===== src/rtl/keccak_pkg.sv =====
// Shared Keccak constants, rho offset table and rho lane unit state encoding.
package keccak_pkg;

  localparam int KECCAK_W     = 64;
  localparam int KECCAK_LANES = 25;
  localparam int KECCAK_ZW    = $clog2(KECCAK_W);

  // Entry i is the rho offset of lane i (x+5y); lane 24 is the leftmost entry.
  localparam logic [KECCAK_LANES-1:0][KECCAK_ZW-1:0] RHO_OFFSET = {
    6'd14, 6'd56, 6'd61, 6'd2,  6'd18, 6'd8,  6'd21, 6'd15, 6'd45,
    6'd41, 6'd39, 6'd25, 6'd43, 6'd10, 6'd3,  6'd20, 6'd55, 6'd6,
    6'd44, 6'd36, 6'd27, 6'd28, 6'd62, 6'd1,  6'd0
  };

  typedef enum logic [2:0] {
    RHO_IDLE,
    RHO_GATHER,
    RHO_SC_RD,
    RHO_SC_WR,
    RHO_DONE
  } rho_state_e;

endpackage


===== src/rtl/keccak_rho_lane_unit_if.sv =====
// Start/done handshake plus slice-memory port between the step sequencer and the rho lane unit.
interface keccak_rho_lane_unit_if;
  import keccak_pkg::*;

  logic                      start;
  logic [4:0]                lane_idx;
  logic                      busy;
  logic                      done;
  logic                      err;
  logic [KECCAK_ZW-1:0]      mem_addr;
  logic                      mem_rd;
  logic [KECCAK_LANES-1:0]   mem_rdata;
  logic                      mem_wr;
  logic [KECCAK_LANES-1:0]   mem_wdata;

  modport master (
    output start, lane_idx, mem_rdata,
    input  busy, done, err, mem_addr, mem_rd, mem_wr, mem_wdata
  );

  modport slave (
    input  start, lane_idx, mem_rdata,
    output busy, done, err, mem_addr, mem_rd, mem_wr, mem_wdata
  );

endinterface


===== src/rtl/keccak_rho_offset_rom.sv =====
// Combinational lane index -> rho offset lookup; out-of-range lanes map to 0.
module keccak_rho_offset_rom
  import keccak_pkg::*;
(
  input  logic [4:0]           lane_idx_i,
  output logic [KECCAK_ZW-1:0] offset_o
);

  always_comb begin
    offset_o = '0;
    if (lane_idx_i < 5'(KECCAK_LANES)) begin
      offset_o = RHO_OFFSET[lane_idx_i];
    end
  end

endmodule


===== src/rtl/keccak_rho_lane_unit.sv =====
// Rho-rotates one lane of the slice-organised state: bit-serial gather of all 64 slices,
// then a read-modify-write pass that replaces only that lane's bit in each slice.
module keccak_rho_lane_unit
  import keccak_pkg::*;
(
  input  logic                 clk,
  input  logic                 rst,
  keccak_rho_lane_unit_if.slave bus
);

  rho_state_e            state_q;
  logic [4:0]            lane_q;
  logic [KECCAK_ZW-1:0]  rhoOff_q;
  logic [KECCAK_W-1:0]   laneBuf_q;
  logic [KECCAK_ZW:0]    z_q;
  logic                  busy_q;
  logic                  done_q;
  logic                  err_q;
  logic                  memRd_q;
  logic                  memWr_q;
  logic [KECCAK_ZW-1:0]  memAddr_q;

  logic [KECCAK_ZW-1:0]  romOffset;
  logic [KECCAK_ZW-1:0]  captIdx;
  logic [KECCAK_ZW-1:0]  srcIdx;

  keccak_rho_offset_rom u_rom (
    .lane_idx_i (bus.lane_idx),
    .offset_o   (romOffset)
  );

  // During gather z_q runs one ahead of the slice being captured (read latency of one).
  assign captIdx = KECCAK_ZW'(z_q - 1'b1);
  assign srcIdx  = z_q[KECCAK_ZW-1:0] - rhoOff_q;

  always_ff @(posedge clk or posedge rst) begin
    if (rst) begin
      state_q   <= RHO_IDLE;
      lane_q    <= '0;
      rhoOff_q  <= '0;
      laneBuf_q <= '0;
      z_q       <= '0;
      busy_q    <= 1'b0;
      done_q    <= 1'b0;
      err_q     <= 1'b0;
      memRd_q   <= 1'b0;
      memWr_q   <= 1'b0;
      memAddr_q <= '0;
    end else begin
      done_q  <= 1'b0;
      err_q   <= 1'b0;
      memRd_q <= 1'b0;
      memWr_q <= 1'b0;
      unique case (state_q)
        RHO_IDLE: begin
          if (bus.start) begin
            lane_q   <= bus.lane_idx;
            rhoOff_q <= romOffset;
            z_q      <= '0;
            if (bus.lane_idx >= 5'(KECCAK_LANES)) begin
              state_q <= RHO_DONE;
              done_q  <= 1'b1;
              err_q   <= 1'b1;
            end else if (romOffset == '0) begin
              state_q <= RHO_DONE;
              done_q  <= 1'b1;
            end else begin
              state_q   <= RHO_GATHER;
              busy_q    <= 1'b1;
              memRd_q   <= 1'b1;
              memAddr_q <= '0;
            end
          end
        end
        RHO_GATHER: begin
          if (z_q != '0) begin
            laneBuf_q[captIdx] <= bus.mem_rdata[lane_q];
          end
          if (z_q == (KECCAK_ZW+1)'(KECCAK_W)) begin
            state_q   <= RHO_SC_RD;
            z_q       <= '0;
            memRd_q   <= 1'b1;
            memAddr_q <= '0;
          end else begin
            z_q <= z_q + 1'b1;
            if (z_q < (KECCAK_ZW+1)'(KECCAK_W - 1)) begin
              memRd_q   <= 1'b1;
              memAddr_q <= KECCAK_ZW'(z_q + 1'b1);
            end
          end
        end
        RHO_SC_RD: begin
          state_q <= RHO_SC_WR;
          memWr_q <= 1'b1;
        end
        RHO_SC_WR: begin
          if (z_q[KECCAK_ZW-1:0] == KECCAK_ZW'(KECCAK_W - 1)) begin
            state_q   <= RHO_DONE;
            done_q    <= 1'b1;
            busy_q    <= 1'b0;
            z_q       <= '0;
            memAddr_q <= '0;
          end else begin
            state_q   <= RHO_SC_RD;
            z_q       <= z_q + 1'b1;
            memRd_q   <= 1'b1;
            memAddr_q <= KECCAK_ZW'(z_q + 1'b1);
          end
        end
        RHO_DONE: begin
          state_q <= RHO_IDLE;
        end
        default: begin
          state_q <= RHO_IDLE;
        end
      endcase
    end
  end

  // Write data is the slice just read, with only this lane's bit swapped for the rotated one.
  always_comb begin
    bus.mem_wdata = '0;
    if (memWr_q) begin
      bus.mem_wdata         = bus.mem_rdata;
      bus.mem_wdata[lane_q] = laneBuf_q[srcIdx];
    end
  end

  assign bus.busy     = busy_q;
  assign bus.done     = done_q;
  assign bus.err      = err_q;
  assign bus.mem_rd   = memRd_q;
  assign bus.mem_wr   = memWr_q;
  assign bus.mem_addr = memAddr_q;

endmodule


===== src/flat_wrapper.sv =====
// flat-port wrapper written by rule: the top's interface ports become plain ports
module keccak_rho_lane_unit_flat import keccak_pkg::*;
  (clk, rst, bus_start, bus_lane_idx, bus_mem_rdata, bus_busy, bus_done, bus_err, bus_mem_addr, bus_mem_rd, bus_mem_wr, bus_mem_wdata);
  keccak_rho_lane_unit_if bus_i ();
  input  logic clk;
  input  logic rst;
  input wire logic [$bits(bus_i.start)-1:0] bus_start;
  input wire logic [$bits(bus_i.lane_idx)-1:0] bus_lane_idx;
  input wire logic [$bits(bus_i.mem_rdata)-1:0] bus_mem_rdata;
  output wire logic [$bits(bus_i.busy)-1:0] bus_busy;
  output wire logic [$bits(bus_i.done)-1:0] bus_done;
  output wire logic [$bits(bus_i.err)-1:0] bus_err;
  output wire logic [$bits(bus_i.mem_addr)-1:0] bus_mem_addr;
  output wire logic [$bits(bus_i.mem_rd)-1:0] bus_mem_rd;
  output wire logic [$bits(bus_i.mem_wr)-1:0] bus_mem_wr;
  output wire logic [$bits(bus_i.mem_wdata)-1:0] bus_mem_wdata;
  assign bus_i.start = bus_start;
  assign bus_i.lane_idx = bus_lane_idx;
  assign bus_i.mem_rdata = bus_mem_rdata;
  assign bus_busy = bus_i.busy;
  assign bus_done = bus_i.done;
  assign bus_err = bus_i.err;
  assign bus_mem_addr = bus_i.mem_addr;
  assign bus_mem_rd = bus_i.mem_rd;
  assign bus_mem_wr = bus_i.mem_wr;
  assign bus_mem_wdata = bus_i.mem_wdata;
  keccak_rho_lane_unit u_core (.clk(clk), .rst(rst), .bus(bus_i));
endmodule

===== config.mk =====
export PLATFORM = sky130hd
export DESIGN_NAME = keccak_rho_lane_unit_flat
export DESIGN_NICKNAME = d
export VERILOG_FILES = /design/src/rtl/keccak_pkg.sv /design/src/rtl/keccak_rho_lane_unit_if.sv /design/src/rtl/keccak_rho_offset_rom.sv /design/src/rtl/keccak_rho_lane_unit.sv /design/src/flat_wrapper.sv
export SDC_FILE = /design/constraint.sdc
export NUM_CORES = 1
export LEC_CHECK = 0
export BUFFER_PORTS_ARGS = -buffer_cell sky130_fd_sc_hd__buf_2
export CORE_MARGIN = 1
export CORE_UTILIZATION = 64
export CTS_CLUSTER_DIAMETER = 150
export DETAILED_ROUTE_END_ITERATION = 10
export GPL_TIMING_DRIVEN = 1
export PLACE_DENSITY_LB_ADDON = 0.1
export SYNTH_ARGS = -nofsm -noshare
export SYNTH_HDL_FRONTEND = slang
export SYNTH_SLANG_ARGS = --single-unit
export TNS_END_PERCENT = 10

===== constraint.sdc =====
create_clock -name clk -period 10 [get_ports clk]
set_clock_uncertainty 0.2 [all_clocks]
set_input_delay 2 -clock clk [delete_from_list [all_inputs] [get_ports clk]]
set_output_delay 2 -clock clk [all_outputs]
set_load 0.01 [all_outputs]

Word level (Yosys, flattened, before mapping)
Memories as Yosys holds them, arrays and structs flattened.
Index checks and enable logic that the tools add are counted.
{ "word_totals": {"input_bits": 33, "regBits": 96, "wordCells": 99, "n_memories": 1, "mem_bits_ro": 192, "out_inout_bits": 36, "ramBits": 0, "latch_bits": 0} }
{ "mem_list": {"columns": ["memory", "words", "width", "rd", "rd_clocked_by_memory_dff", "write_ports", "line", "rtl"], "rows": [
  ["(no name shown)", 32, 6, 1, 0, 0, "keccak_rho_offset_rom.sv:12", "offset_o = RHO_OFFSET[lane_idx_i];"]
]} }
{ "classes": {"order_cmp": 9, "n_reduce_logical": 13, "div_mod_pow": 0, "mux": 51, "n_eq_ne": 11, "multipliers": 0, "add_sub_neg": 3, "n_bitwise": 0, "shift": 0} }
{ "ops": {"columns": ["op", "count"], "rows": [
  ["bitwise mux 64 bit", 1],
  ["2-to-1 mux 6 bit", 8],
  ["bitwise mux 25 bit", 1],
  ["2-to-1 mux 25 bit", 1],
  ["2-to-1 mux 1 bit", 22],
  ["2-to-1 mux 7 bit", 3],
  ["case mux 7 bit (3 select lines)", 1],
  ["case mux 6 bit (3 select lines)", 1],
  ["2-to-1 mux 3 bit", 5],
  ["less-than comparator 6 x 7 -> 1 bit, second input constant", 2],
  ["less-than comparator 5 x 6 -> 1 bit, second input constant", 2],
  ["case mux 3 bit (4 select lines)", 1],
  ["AND reduction 5 bit", 2],
  ["AND reduction 2 bit", 4],
  ["adder 7 x 1 -> 7 bit, second input constant", 1],
  ["equality test 7 bit, second input constant", 1],
  ["less-than comparator 7 x 6 -> 1 bit, second input constant", 1],
  ["nonzero test 7 bit", 1],
  ["binary-select mux 1 bit (select 6 bit)", 1],
  ["demux 1 bit (select 6 bit)", 1],
  ["equality test 3 x 2 -> 1 bit, second input constant", 2],
  ["equality test 6 bit, second input constant", 1],
  [">= comparator 6 x 1 -> 1 bit, second input constant", 1],
  ["logical NOT 6 bit", 1],
  ["other kinds (17)", 22]
]} }

Longest topological paths before layout
Gate-level depths: netlist of the first run.
{ "depth": {"ltp_word": 8, "mapped_depth": 14, "ltp_nobuf": 10} }

Modules after synthesis
A second synthesis of the first run with hierarchy kept.
{ "hier_totals": {"cells_unflattened": 648, "hier_area_um2": 6409.9} }
{ "modules_own_cells": {"columns": ["mod", "instances", "cells_per_inst", "area_per_inst_um2", "seq_area_each_um2"], "rows": [
  ["keccak_rho_lane_unit", 1, 588, 5999.5, 2402.3],
  ["keccak_rho_offset_rom", 1, 60, 410.4, 0.0]
]} }

Worst setup path after synthesis of the first run
Ideal clock, no wire load.
{ "synth_path": {"kind": "flip-flop to output port", "from": "register u_core.z_q[0]", "to": "output port bus_mem_wdata[10]", "path_buffers": 4, "stages_incl_launch_ff": 13, "arrival_time_ns": 3.304, "t_required_ns": 7.800, "setup_slack_ns": 4.496, "path_cell_list": "dfrtp_1 > clkbuf_1 > inv_1 > ha_1 > fa_1 > buf_2 > clkbuf_1 > mux4_2 > a2111oi_0 > a31oi_1 > a31oi_4 > buf_6 > a21oi_2"} }
{ "synth_between": {"elab_chain_cells": 5} }
{ "synth_rtl": {"columns": ["item", "line", "rtl"], "rows": [
  ["from (decl)", "keccak_rho_lane_unit.sv:15", "logic [KECCAK_ZW:0] z_q;"],
  ["from (signal assigned)", "keccak_rho_lane_unit.sv:85", "z_q <= z_q + 1'b1;"],
  ["from (signal assigned)", "keccak_rho_lane_unit.sv:105", "z_q <= z_q + 1'b1;"],
  ["subtractor 6 bit", "keccak_rho_lane_unit.sv:34", "assign srcIdx = z_q[KECCAK_ZW-1:0] - rhoOff_q;"],
  ["binary-select mux 1 bit (select 6 bit)", "keccak_rho_lane_unit.sv:125", "bus.mem_wdata[lane_q] = laneBuf_q[srcIdx];"],
  ["2-to-1 mux 1 bit (implied by the code)", "keccak_rho_lane_unit.sv:125", null],
  ["bitwise mux 25 bit", "keccak_rho_lane_unit.sv:125", null],
  ["2-to-1 mux 25 bit", "keccak_rho_lane_unit.sv:123", "if (memWr_q) begin"],
  ["to (decl)", "flat_wrapper.sv:16", "output wire logic [$bits(bus_i.mem_wdata)-1:0] bus_mem_wdata;"]
]} }
Every way passes these cells. The select of a mux whose other input is x is not followed.

Worst setup path in the final report of the first run
{ "layout_path": {"from": "register u_core.z_q[0]", "to": "output port bus_mem_wdata[23]"} }
The elaborated chain is that of the path after synthesis.

==> run summary, run 1 <==
=====================================================================================
Crit Reg-Reg Startpoint                                                  u_core.z_q[0]
Antenna diode count                                                                 0
Final routed wirelength across all metal layers                               14.3 mm
Half-perimeter wire length after detailed placement                           10.1 mm
# clock sinks                                                                      96
Power per cell area                                                        278 nW/µm²
Setup tns final                                                                  0 ps
Count of vias placed by the detailed router                                      5136
Count of nets after finishing                                                     732
Slowest cell on crit path                                                sky130_fd_sc_hd__fa_1
Die area                                                                    10400 µm²
Clock tree from TritonCTS                                                         yes
Hold buffers post-CTS                                                               0
Port Buffer Count                                                                  68
Fillcell total                                                                    772
CP bufs+invs                                                                        2
Post-CTS Repair Setup Buffers                                                       0
Max cap viols                                                                       0
Maximum number of pins on one net before global-route repair                       74
Post-CTS resize count                                                               0
Cts bufs inserted                                                                   9
Final-report hold violation count                                                   0
DRT iter0 DRCs                                                                    303
Area taken by multi-input logic gates                                        3710 µm²
Crit path largest cell delay                                                  1010 ps
Maximum fanout count along the critical path                                       25
Worst-case clock buffer depth                                                       2
Status                                                                      completed
DR DRC count                                                                        0
Count of different cell masters after synthesis                                    66
Commonest cells after routing, fill and taps aside                       sky130_fd_sc_hd__nor2_1 (108), sky130_fd_sc_hd__dfrtp_1 (96), sky130_fd_sc_hd__mux2_2 (70)
Antenna violations before repair                                                    0
Final Cell Area                                                              6890 µm²
Die width                                                                      102 µm
Post-synthesis sequential area ratio                                            37.6%
Relative area change from synthesis to final layout                             7.93%
Total global routing track utilization                                          28.9%
Initial DRT Pass Iterations                                                         5
Startpoint of the worst setup timing path                                u_core.z_q[0]
Synthesized area per cell                                                    9.76 µm²
Number of synthesized register bits                                                96
Std-Cell Core Area                                                           9730 µm²
Data arrival time of the worst path                                           4650 ps
Most common flop cell mapped by yosys                                    sky130_fd_sc_hd__dfrtp_1
Min-delay src                                                            u_core.bus.busy
Cell leakage power                                                            3.03 nW
Minimum period implied by the final worst setup slack                         6850 ps
Commonest non-fill, non-tap cell in the layout                           sky130_fd_sc_hd__nor2_1
Routability cong.                                                               0.894
Slew @ Worst Pin                                                               971 ps
Critical path required time                                                   7800 ps
Area of all sequential standard cells                                        2400 µm²
Worst-skew pair later-pin latency                                              360 ps
Post-Syn Area                                                                6390 µm²
Via-per-instance ratio                                                           6.24
Critical path startpoint category                                           flip-flop
Clock-pin slew of the registers on the worst-case setup and hold paths         100 ps
Setup-violating endpoint count in the final report                                  0
Post-route fraction of the period consumed by the critical path                 68.5%
Worst min-delay path category                                            flip-flop to flip-flop
Async set-or-reset flop fraction in the synthesized netlist                      100%
Dominant delay contributor by cell family on the critical path           compound AO/OA/AOI/OAI gates
Maximum achievable frequency                                                  146 MHz
Number of rows in the core area                                                    36
Worst slew margin                                                               35.2%
Vias in the first global route                                                   4716
Layout cells sized above 1                                                      30.9%
Ports placed on the boundary                                                       69
Peak supply drop                                                             0.184 mV
Leftover overflow at the end of global routing                                      0
Endpoint type of the worst setup path                                     output port
Chip Height                                                                    102 µm
Final max-slew violation count                                                      0
Count of synthesis-stage warnings from yosys                                        0
Total cell area at the placement stage                                       6700 µm²
Buffer type at the clock tree root                                       sky130_fd_sc_hd__clkbuf_8
Unrepaired setup endpoints after global routing                                    no
Wire length of the first global-routing pass                                  23.1 mm
Post-Syn Instances                                                                654
Final ANT Viol Nets                                                                 0
H-tree depth                                                                        3
Setup Crit Path Kind                                                     flip-flop to output port
Post-Synthesis Net Count                                                          701
Number of enable flip-flop cells after synthesis                                    0
Initial Util                                                                    65.6%
Cell-by-cell listing of the critical path                                inv_1, ha_1, fa_1, mux4_2, nor2b_1, a2111oi_0, a31oi_1, a31oi_4, a21oi_1, buf_2
Routed WL per cell                                                            17.4 µm
=====================================================================================
-- cell families after synthesis --
kind of cell	after synthesis	synth area share (%)
xor gates and xnor gates	11	1.63
muxes	110	23.2
AOI/OAI and AO/OA	135	14.2
DFF	96	37.6
buffers and inverters	65	4.37
and+or+nand+nor	223	16.1
adders and majority gates	14	2.86
-- routing by layer --
metal	part of all wire, %	GRT usage [%]	vias up
met3	5.1	4.51	32
met2	49	48.0	193
met4	2.5	9.45	0
met1	44	39.3	2528
met5	0	0	-
li1	-	-	2383
-- power breakdown --
| group | total (mW) | switching, mW | internal (mW) | leakage (nW) |
|---|---|---|---|---|
| clock network | 0.254 | 0.155 | 0.0988 | 0.101 |
| registers | 0.567 | 0.0922 | 0.475 | 1.22 |
| logic | 1.10 | 0.677 | 0.421 | 1.71 |
| total | 1.92 | 0.925 | 0.994 | 3.03 |
-- per-stage QoR --
step / power (mW) / hold slack, ps / instances / util [%] / setup slack [ps]
final: 1.92 / 280 / 823 / 70.8 / 3150
after global routing: 2.05 / 320 / 823 / 70.8 / 2880
after CTS: 1.92 / 291 / 823 / 70.8 / 3230
after detailed placement: 1.66 / 267 / 807 / 68.8 / 3650
after global placement: 1.63 / 266 / 807 / 68.8 / 3740
after floorplan: 1.49 / 250 / 654 / - / 4500
-- registers in the layout, summed over array words and instances, names as in the netlist --
| name | cells |
|---|---|
| u_core.rhoOff_q | 6 |
| u_core.bus.done | 1 |
| u_core.z_q | 7 |
| u_core.bus.err | 1 |
| u_core.laneBuf_q | 64 |
| u_core.bus.mem_wr | 1 |
| u_core.state_q | 3 |
| u_core.bus.mem_rd | 1 |
| u_core.lane_q | 5 |
| u_core.bus.busy | 1 |
| u_core.bus.mem_addr | 6 |
-- worst paths after layout --
path | slack [ps] | cells after the start | end
max | 3150 | 10 | bus_mem_wdata[23]
min in group asynchronous | 1390 | 2 | u_core.laneBuf_q[18]
min | 280 | 2 | u_core.bus.busy
min reg2reg | 280 | 2 | u_core.bus.busy
max in group asynchronous | 6970 | 3 | u_core.bus.mem_wr
max reg2reg | 7010 | 7 | u_core.laneBuf_q[40]
-- synth_stat cells, drive strengths merged (3+ instances only) --
library cell,number,share of area (%)
or2,4,0.39
xor2,6,0.94
clkbuf,38,2.2
nand2,43,2.5
nor2,108,6.3
mux2,76,13
ha,13,2.5
and3,8,0.86
nand3,5,0.39
and2,3,0.29
nand3b,3,0.35
nor4,4,0.63
dfrtp,96,38
a31oi,6,0.82
nand2b,9,0.88
a21oi,39,4.2
nor3,13,1.0
o21ai,53,4.2
xnor2,5,0.69
mux2i,11,1.7
buf,12,1.3
a22oi,4,0.47
inv,15,0.88
a21o,6,0.71
mux4,23,8.1
nor2b,7,0.69
or3,9,0.88
-- worst register-to-register path, delay by kind of cell (launching register included) --
family	cells	cell delay [ps]
and+or+nand+nor	3	880
DFF	1	530
adders and majority gates	1	380
muxes	1	360
xor gates and xnor gates	1	350
buffers and inverters	1	190
-- layout make-up --
| cell class | instances | area share [%] |
|---|---|---|
| Timing Repair Buffer | 70 | 5.16 |
| Clock buffer | 9 | 1.80 |
| Inverter | 15 | 0.835 |
| Sequential cell | 96 | 34.9 |
| Multi-Input combinational cell | 493 | 53.9 |
| Clock inverter | 7 | 1.07 |
| Tap cell | 133 | 2.41 |
(Power assumes the default switching activity.)
==> inputs of run 2 (changes only) <==
--- a/config.mk
+++ b/config.mk
@@ -5,9 +5,10 @@
 export SDC_FILE = /design/constraint.sdc
 export NUM_CORES = 1
 export LEC_CHECK = 0
+export ABC_AREA = 1
 export BUFFER_PORTS_ARGS = -buffer_cell sky130_fd_sc_hd__buf_2
 export CORE_MARGIN = 1
-export CORE_UTILIZATION = 64
+export CORE_UTILIZATION = 61
 export CTS_CLUSTER_DIAMETER = 150
 export DETAILED_ROUTE_END_ITERATION = 10
 export GPL_TIMING_DRIVEN = 1
==> constraint.sdc (replaced) <==
create_clock -name clk -period 7.2 [get_ports clk]
set_clock_uncertainty 0.2 [all_clocks]
set_input_delay 1.44 -clock clk [delete_from_list [all_inputs] [get_ports clk]]
set_output_delay 1.44 -clock clk [all_outputs]
set_load 0.01 [all_outputs]
==> run 2 against run 1 <==
  * Wire length increased by 33%
  * Sequential share of layout area down 3.6 points
  * Setup slack worse by 2000 ps
  * Synthesized cell count up 72%
  * Non-clock buffer count up 2
  * Critical path type unchanged
  * Largest cell class unchanged
  * Largest power group unchanged
  * Highest routed layer unchanged
==> run summary, run 2 <==
=====================================================================================
Crit path largest cell delay                                                   950 ps
Vias in the first global route                                                   6491
Critical path startpoint category                                           flip-flop
Die area                                                                    12000 µm²
Number of enable flip-flop cells after synthesis                                    0
Chip Height                                                                    110 µm
Status                                                                      completed
Post-Synthesis Net Count                                                         1170
Setup slack of the most critical reg-to-reg path                              3780 ps
WHS Path Cells                                                                      2
Slowest cell on crit path                                                sky130_fd_sc_hd__fa_1
Worst Slack Setup Final                                                       1110 ps
Maximum achievable frequency                                                  164 MHz
Depth of the worst register-to-register path                                       10
Critical path required time                                                   5560 ps
Peak supply drop                                                             0.327 mV
Endpoint type of the worst setup path                                     output port
Endpoint of the worst hold path                                          u_core.laneBuf_q[12]
Post-placement worst setup slack                                              1620 ps
Registers with the most flip-flops                                       u_core.laneBuf_q x64, u_core.z_q x7
Sequential power share                                                          22.7%
Count of different cell masters after synthesis                                    44
Fillcell total                                                                   1010
DR DRC count                                                                        0
Number of flip-flops in the largest register                                       64
Crit Reg-Reg Startpoint                                                  u_core.z_q[0]
Final ANT Viol Nets                                                                 0
Setup tns final                                                                  0 ps
Final-report hold violation count                                                   0
Post-route fraction of the period consumed by the critical path                 84.6%
Clock-pin slew of the registers on the worst-case setup and hold paths          70 ps
Via-per-instance ratio                                                           5.69
End-of-flow core utilization                                                    69.3%
DRT iter0 DRCs                                                                   1018
Number of synthesized register bits                                                96
Wire length of the first global-routing pass                                  31.1 mm
Fraction of power spent switching nets                                          57.1%
Int Power                                                                     1.66 mW
Async set-or-reset flop fraction in the synthesized netlist                      100%
Post-CTS resize count                                                               0
Most frequent cells after synthesis                                      sky130_fd_sc_hd__nand2_1 (410), sky130_fd_sc_hd__nand3_1 (153), sky130_fd_sc_hd__nor2_1 (121)
Leftover overflow at the end of global routing                                      0
Total cell area at the placement stage                                       7380 µm²
Maximum number of pins on one net before global-route repair                       65
Layout cells sized above 1                                                      11.7%
Count of vias placed by the detailed router                                      7424
Post-CTS Repair Setup Buffers                                                       0
Setup Crit Path Kind                                                     flip-flop to output port
H-tree depth                                                                        3
Unrepaired setup endpoints after global routing                                    no
Cell type with the highest occurrence count on the critical path         sky130_fd_sc_hd__nand3_1
Number of rows in the core area                                                    38
Largest area contributor in the netlist                                  sky130_fd_sc_hd__dfrtp_1
Routed WL per cell                                                            14.6 µm
Post-Syn Area                                                                7070 µm²
Power per cell area                                                        505 nW/µm²
Most frequent cell after synthesis                                       sky130_fd_sc_hd__nand2_1
Routability cong.                                                               0.921
Reg-to-reg endpoint                                                      u_core.laneBuf_q[60]
Initial DRT Pass Iterations                                                         6
Std-Cell Core Area                                                          11100 µm²
Slew @ Worst Pin                                                               894 ps
Antenna violations before repair                                                    0
Setup-violating endpoint count in the final report                                  0
Worst slew margin                                                               40.2%
Combinational Power Share                                                       64.6%
Cts bufs inserted                                                                   9
Min-delay src                                                            u_core.laneBuf_q[12]
Largest register by flop count                                           u_core.laneBuf_q
Worst-skew pair later-pin latency                                              350 ps
Commonest non-fill, non-tap cell in the layout                           sky130_fd_sc_hd__nand2_1
Die width                                                                      110 µm
Post-synth top area share                                                       34.0%
Final Cell Area                                                              7670 µm²
Worst min-delay path category                                            flip-flop to flip-flop
Half-perimeter wire length after detailed placement                           13.0 mm
Post-Syn Instances                                                               1123
Minimum period implied by the final worst setup slack                         6090 ps
Initial Util                                                                    63.9%
Count of nets after finishing                                                    1206
Data arrival time of the worst path                                           4450 ps
Most common flop cell mapped by yosys                                    sky130_fd_sc_hd__dfrtp_1
Buffer type at the clock tree root                                       sky130_fd_sc_hd__clkbuf_16
Final routed wirelength across all metal layers                               19.1 mm
Top area cells in the synthesized netlist                                sky130_fd_sc_hd__dfrtp_1 (34%), sky130_fd_sc_hd__nand2_1 (22%), sky130_fd_sc_hd__nand3_1 (11%)
# clock sinks                                                                      96
Port Buffer Count                                                                  68
Placed cell count                                                                1288
Post-synthesis sequential area ratio                                            34.0%
Total global routing track utilization                                          33.5%
Switching pwr                                                                 2.21 mW
Synthesized area per cell                                                    6.30 µm²
PnR Total Power                                                               3.87 mW
Clock tree from TritonCTS                                                         yes
Final max-slew violation count                                                      0
Hold slack final                                                               281 ps
Maximum fanout count along the critical path                                       25
Commonest cells after routing, fill and taps aside                       sky130_fd_sc_hd__nand2_1 (410), sky130_fd_sc_hd__nand3_1 (153), sky130_fd_sc_hd__nor2_1 (121)
Worst-case clock buffer depth                                                       2
Count of synthesis-stage warnings from yosys                                        0
Antenna diode count                                                                 0
Relative area change from synthesis to final layout                             8.49%
Cell-by-cell listing of the critical path                                clkinv_2, ha_1, fa_1, inv_2, nand3_1, nand3_1, nand2_1, nand2_1, nand3_1, nand3_2, nand3_1, nand2_1, inv_1, buf_2
Final standard cell count with taps included and fillers excluded                1304
Ports placed on the boundary                                                       69
Proportion of power drawn by the clock network                                  12.7%
Hold buffers post-CTS                                                               0
Max cap viols                                                                       0
Cell leakage power                                                            3.88 nW
=====================================================================================
[run 2: worst max-delay path by stage]
stage / from / endpoint / cells after the start
after floorplan: u_core.z_q[0] / bus_mem_wdata[10] / 18
after global placement: u_core.z_q[0] / bus_mem_wdata[2] / 14
after detailed placement: u_core.z_q[0] / bus_mem_wdata[12] / 14
after CTS: u_core.z_q[0] / bus_mem_wdata[12] / 14
after global routing: u_core.z_q[0] / bus_mem_wdata[24] / 16
final: u_core.z_q[0] / bus_mem_wdata[12] / 14
[run 2: kinds of logic (layout without fill, tap and decap cells)]
| kind of cell | Yosys count | in the layout | synth area share, % |
|---|---|---|---|
| flops | 96 | 96 | 34.0 |
| compound gates | 72 | 72 | 6.26 |
| buf+inv | 167 | 208 | 9.87 |
| simple gates | 764 | 764 | 45.8 |
| fa+ha+maj | 14 | 14 | 2.58 |
| xor+xnor | 10 | 10 | 1.56 |
[run 2: area by class of cell]
type	instances	area, µm²	share of cell area, %
clock buffer	12	246	3.21
clock inverter	4	52.6	0.685
sequential	96	2400	31.3
tap	140	175	2.28
multi-input combinational	860	3970	51.8
inverter	120	454	5.92
timing repair buffer	72	370	4.83
[run 2: critical path, delay by kind of cell (launching register included)]
| family | cells | cell delay (ps) |
|---|---|---|
| simple gates | 8 | 1270 |
| fa+ha+maj | 2 | 1280 |
| buf+inv | 4 | 880 |
| flops | 1 | 640 |
[run 2: per-layer routing]
layer | vias up | global-route usage [%] | routed length, µm
met1 | 3364 | 47.3 | 8420
li1 | 3625 | - | -
met2 | 409 | 51.7 | 8520
met5 | - | 0 | 0
met4 | 0 | 11.0 | 302
met3 | 26 | 6.58 | 1840
[run 2: power by group through the flow]
stage	Combinational (mW)	Clock, mW	Sequential (mW)
after CTS	2.44	0.498	0.875
after floorplan	1.98	0	0.840
after detailed placement	2.43	0	0.881
after global placement	2.43	0	0.875
after global routing	2.76	0.519	0.899
final	2.50	0.493	0.880
